$ cat config.mk
export PLATFORM = sky130hd
export DESIGN_NAME = spi_mem_master
export DESIGN_NICKNAME = d
export VERILOG_FILES = /design/src/rtl/spi_mem_pkg.sv /design/src/rtl/spi_mem_master_sclk_gen.sv /design/src/rtl/spi_mem_master.sv
export SDC_FILE = /design/constraint.sdc
export NUM_CORES = 1
export LEC_CHECK = 0
export ABC_AREA = 0
export BUFFER_PORTS_ARGS = -buffer_cell sky130_fd_sc_hd__buf_4
export CAP_MARGIN = 30
export CORE_AREA = 4 4 64 66
export DETAILED_ROUTE_END_ITERATION = 16
export DIE_AREA = 0 0 68 70
export HOLD_SLACK_MARGIN = 0.06
export PLACE_DENSITY = 0.78
export SETUP_SLACK_MARGIN = 0.5
export SYNTH_ARGS = -nofsm -noshare
export SYNTH_HDL_FRONTEND = slang
export SYNTH_SLANG_ARGS = --single-unit
$ cat constraint.sdc
create_clock -name clk -period 2.5 [get_ports clk]
set_clock_uncertainty 0.2 [all_clocks]
set_input_delay 0.25 -clock clk [delete_from_list [all_inputs] [get_ports clk]]
set_output_delay 0.25 -clock clk [all_outputs]
set_load 0.005 [all_outputs]
$ cat src/rtl/spi_mem_pkg.sv
// spi_mem_pkg: shared types, widths and frame layout for the SPI memory master
package spi_mem_pkg;
  typedef enum logic [1:0] {IDLE, SHIFT, HOLD, DONE} state_t;
  localparam int DEF_ADDR_W = 7;
  localparam int DEF_DATA_W = 8;
  localparam int FRAME_BITS = DEF_ADDR_W + 1 + DEF_DATA_W;
  // MSB first: address, rw, then data (zeroed on reads)
  function automatic logic [FRAME_BITS-1:0] frame_word(input logic [DEF_ADDR_W-1:0] a, input logic r,
                                                       input logic [DEF_DATA_W-1:0] d);
    return {a, r, d & {DEF_DATA_W{~r}}};
  endfunction
endpackage

$ cat src/rtl/spi_mem_master_sclk_gen.sv
// sclk_gen: H-cycle divider producing sclk and one-cycle rise/fall strobes
module sclk_gen #(
  parameter int H = 4
) (
  input  logic clk,
  input  logic reset,
  input  logic en,
  input  logic clr,
  output logic sclk,
  output logic rise_stb,
  output logic fall_stb
);
  localparam int CW = $clog2(H + 1);
  logic [CW-1:0] cnt;
  logic tick;
  always_comb begin
    tick = en && cnt == CW'(H - 1);
    rise_stb = tick && !sclk;
    fall_stb = tick && sclk;
  end
  always_ff @(posedge clk) begin
    if (reset || clr) begin
      cnt <= '0;
      sclk <= 1'b0;
    end else if (en) begin
      cnt <= tick ? '0 : cnt + 1'b1;
      sclk <= sclk ^ tick;
    end
  end
endmodule

$ cat src/rtl/spi_mem_master.sv
// spi_mem_master: runs one 16-bit SPI read or write frame per accepted start
module spi_mem_master
  import spi_mem_pkg::*;
#(
  parameter int CLK_DIV = 4,
  parameter int ADDR_W = DEF_ADDR_W,
  parameter int DATA_W = DEF_DATA_W
) (
  input  logic              clk,
  input  logic              reset,
  input  logic              start,
  input  logic              rw,
  input  logic [ADDR_W-1:0] addr,
  input  logic [DATA_W-1:0] wdata,
  output logic              busy,
  output logic              done,
  output logic [DATA_W-1:0] rdata,
  output logic              cs,
  output logic              sclk,
  output logic              mosi,
  input  logic              miso
);
  state_t state, state_nxt;
  logic [FRAME_BITS-1:0] tx;
  logic [DATA_W-1:0] rx;
  logic [4:0] bit_cnt;
  logic rw_q, sclk_q, rise_stb, fall_stb, load;
  sclk_gen #(.H(CLK_DIV)) u_sclk (
    .clk(clk),
    .reset(reset),
    .en(busy),
    .clr(!busy),
    .sclk(sclk_q),
    .rise_stb(rise_stb),
    .fall_stb(fall_stb)
  );
  always_ff @(posedge clk) begin
    if (reset) state <= IDLE;
    else state <= state_nxt;
  end
  // HOLD ends on the divider's next rise tick, which is exactly H cycles after the last fall
  always_comb begin
    state_nxt = state == IDLE  ? (start ? SHIFT : IDLE)
              : state == SHIFT ? (fall_stb && bit_cnt == 5'(FRAME_BITS - 1) ? HOLD : SHIFT)
              : state == HOLD  ? (rise_stb ? DONE : HOLD)
              : IDLE;
  end
  always_comb begin
    busy = state == SHIFT || state == HOLD;
    cs = !busy;
    done = state == DONE;
    sclk = sclk_q && state == SHIFT;
    mosi = busy && tx[FRAME_BITS-1];
    load = state == IDLE && start;
  end
  always_ff @(posedge clk) begin
    if (reset) begin
      tx <= '0;
      rx <= '0;
      bit_cnt <= '0;
      rw_q <= 1'b0;
      rdata <= '0;
    end else begin
      if (load) begin
        tx <= frame_word(addr, rw, wdata);
        bit_cnt <= '0;
        rw_q <= rw;
      end else if (fall_stb) begin
        tx <= {tx[FRAME_BITS-2:0], 1'b0};
        bit_cnt <= bit_cnt + 5'd1;
      end
      if (rise_stb && state == SHIFT && bit_cnt >= 5'(ADDR_W + 1)) rx <= {rx[DATA_W-2:0], miso};
      if (rise_stb && state == HOLD && rw_q) rdata <= rx;
    end
  end
endmodule

==> metrics.cfg <==
[logic_synthesis]
synth-edff-count=0
ys_warn_count=0
synth_xor_area_share_pct=1.426
syn_inst=184
muxShareOfSynthArea_pct=17.45
synth-simple-area-share_pct=15.34
synth_compound_area_share_pct=7.943
postSynth.asyncResetShare_pct=0
ys_top_cells_by_count=44 x dfxtp_1, 31 x mux2i_1, 30 x nor2_1
ys_seq_area_share_pct=47.79
synth_area_leaders=dfxtp_1 48%, mux2i_1 17%, ha_1 6.1%, nor2_1 6.1%, a211oi_1 3.3%
synth_top_family_by_area=multiplexers
synth.most_common_cell=dfxtp_1
netlist_area_mm2=0.001843
yosys.area.top_type_share_pct=47.79
synth.distinct_cells=32
ys_ff_latch=44
syn_nets=213
ys.flop_type=dfxtp_1
synth_fa_ha_area_share_pct=6.110
synth_top_cell_by_area=dfxtp_1
postSynthAreaPerCell_um2=10.02

[setup_path]
crit_path_start_kind=register
cp_max_fo=5
worstPathRequired_ns=2.54
rrSetupSlack_ns=0.59
end_kind=register
reg2regPathDepth=8
r2r_end=tx[8]$_SDFFE_PP0P_
r2r_start=state[0]$_SDFF_PP0_
arrival_ns=1.95
setup.worst_path.class=reg2reg

[sta]
finalCritPeriodShare_pct=76.55
timing.final.ws_setup_ns=0.5862
setup_viol=0
worstMarginPinSlew_ns=0.4217
setup_tns_ns=0
drv_slew=0
max-slew-margin-rel_pct=71.89
hold_viol=0
fmax_mhz=522.5
rsz0062_at_grt=false
period_minus_slack_ns=1.914

[global_routing]
grt_max_degree=33
grt_pass1_wl_um=6175
grt-ovfl-total=0
grt_antenna_before_repair=0
grtUsageTotal_pct=16.92
grt_pass1_vias=1344

[clocking]
cts_tree=done
cts_buffers=5
clock_latency_ns=0.35
ctsLongestPathBuffers=2
htree_levels=2
clock-sinks=44
clock-root-buffer=clkbuf_4
clk_pin_slew_ns=0.12

[min_path]
hold_path_class=in2reg
whs_path_depth=3
hp-start=start
holdPathEnd=state[0]$_SDFF_PP0_

[route]
wirelength_um=3603
wl_per_cell_um=12.38
ant_nets=0
drt_pass1_iterations=4
drt_iter0_drc=32
vias=1428
drcViolationCount=0
vias_per_cell=4.907

[placed_design]
dp_hpwl_um=2230
pre_cts_ws_ns=0.3243
gp_congestion=0.7303
portBuffers=32

[pwr]
power.leakage_nw=1.076
power_density_mw_per_mm2=485.5
ir_worst_vdd_uv=290.2

[floorplanning]
core_mm2=0.003578
die_x_um=68
die_h_um=70
io-pin-count=33
start_util_pct=51.50
die_area_mm2=0.004760
rows=22

[finish]
nets=271
n_antenna_cell=0
syn_to_final_growth_pct=34.56
final_layout_size_suffix_gt1_share_pct=26.34

[status]
outcome=complete, no violations

[job]
maxCapViolCount=0

==> worst max-delay path by stage <==
stage	from	to	slack [ns]	depth (start not counted)
3_3_place_gp	u_sclk.cnt[0]$_SDFFE_PP0N_	tx[1]$_SDFFE_PP0P_	0.38	7
6_report	state[0]$_SDFF_PP0_	tx[8]$_SDFFE_PP0P_	0.59	8
3_5_place_dp	u_sclk.cnt[0]$_SDFFE_PP0N_	tx[3]$_SDFFE_PP0P_	0.32	7
4_1_cts	u_sclk.cnt[0]$_SDFFE_PP0N_	state[0]$_SDFF_PP0_	0.53	7
2_1_floorplan	u_sclk.cnt[0]$_SDFFE_PP0N_	state[0]$_SDFF_PP0_	0.50	8
5_1_grt	u_sclk.cnt[0]$_SDFFE_PP0N_	tx[8]$_SDFFE_PP0P_	0.49	8
==> cell families (layout without fill, tap and decap cells) <==
logic type / count (synthesis) / count (layout)
flip-flops: 44 / 44
multiplexers: 32 / 32
buffers and inverters: 15 / 74
AO/OA/AOI/OAI: 22 / 22
adder cells (fa/ha/maj): 9 / 9
XOR/XNOR: 3 / 3
AND/OR/NAND/NOR: 59 / 59
==> metrics by stage <==
stage          area (µm²)  hold slack (ns)  cells  total power [mW]  utilization, %
2_1_floorplan        1859           0.1586    184            0.7972               -
3_3_place_gp         2117           0.2134    256            0.8344           59.16
3_5_place_dp         2117           0.2263    256            0.8368           59.16
4_1_cts              2455           0.1890    290             1.209           68.60
5_1_grt              2480           0.2302    291             1.260           69.30
6_report             2480           0.2068    291             1.204           69.30
==> metal layers <==
| layer | vias up | track usage (%) | share of wire [%] |
|---|---|---|---|
| met5 | - | 0 | 0 |
| met4 | 0 | 5.740 | 1.5 |
| met3 | 7 | 5.305 | 3.7 |
| met2 | 22 | 25.70 | 49 |
| met1 | 651 | 22.36 | 45 |
| li1 | 748 | - | - |
==> repair_timing <==
action | in CTS | in global routing
hold endpoints to repair | 26 | 0
resized for setup | 8 | 5
hold buffers | 20 | 0
pin swaps | 0 | 1
endpoints found under the setup margin | 20 | 19
buffers inserted | 6 | 1
==> cell usage in the layout, fill, tap and decap left out, types with 2 or more instances in the layout <==
master         netlist  final
inv_2                0      2
nor2_1              30     30
inv_1                6      4
a211oi_1             8      8
ha_1                 9      5
a21oi_1              5      5
buf_4                1     39
dfxtp_1             44     41
nand2b_1             2      2
dfxtp_2              0      3
nand2_1             10     10
clkbuf_4             0      5
o21ai_0              8      7
clkinv_2             0      2
nor3b_1              2      2
xor2_1               2      2
dlygate4sd3_1        0     20
and3_1               2      2
nor3_1               2      2
ha_4                 0      3
mux2i_1             31     31
==> flip-flops by register name, summed over array words and instances (netlist names) <==
signal / count
u_sclk.cnt: 3
rdata: 8
rx: 8
u_sclk.sclk: 1
tx: 16
state: 2
rw_q: 1
bit_cnt: 5
==> layout make-up <==
type	instances	area (µm²)
Sequential cell	44	884.6
Timing Repair Buffer	60	504.2
Fill cell	261	1099
Clock buffer	6	51.30
Tap cell	48	60.06
Clock inverter	2	10.01
Inverter	6	22.52
Multi-Input combinational cell	125	947.2
==> critical path, cell delays in order (launching register included) <==
cell	delay (ns)
dfxtp_2	0.37
inv_2	0.06
ha_4	0.27
and2_4	0.16
ha_4	0.15
buf_4	0.12
mux2_2	0.33
nand2_1	0.08
a21oi_1	0.07
==> power breakdown <==
group          internal (mW)  switching, mW  total, mW  leakage (nW)
registers              0.721         0.0112      0.732         0.359
logic                 0.0662         0.0510      0.117         0.680
clock network          0.134          0.221      0.355        0.0380
Note: power is estimated with default switching activity, not from simulation.
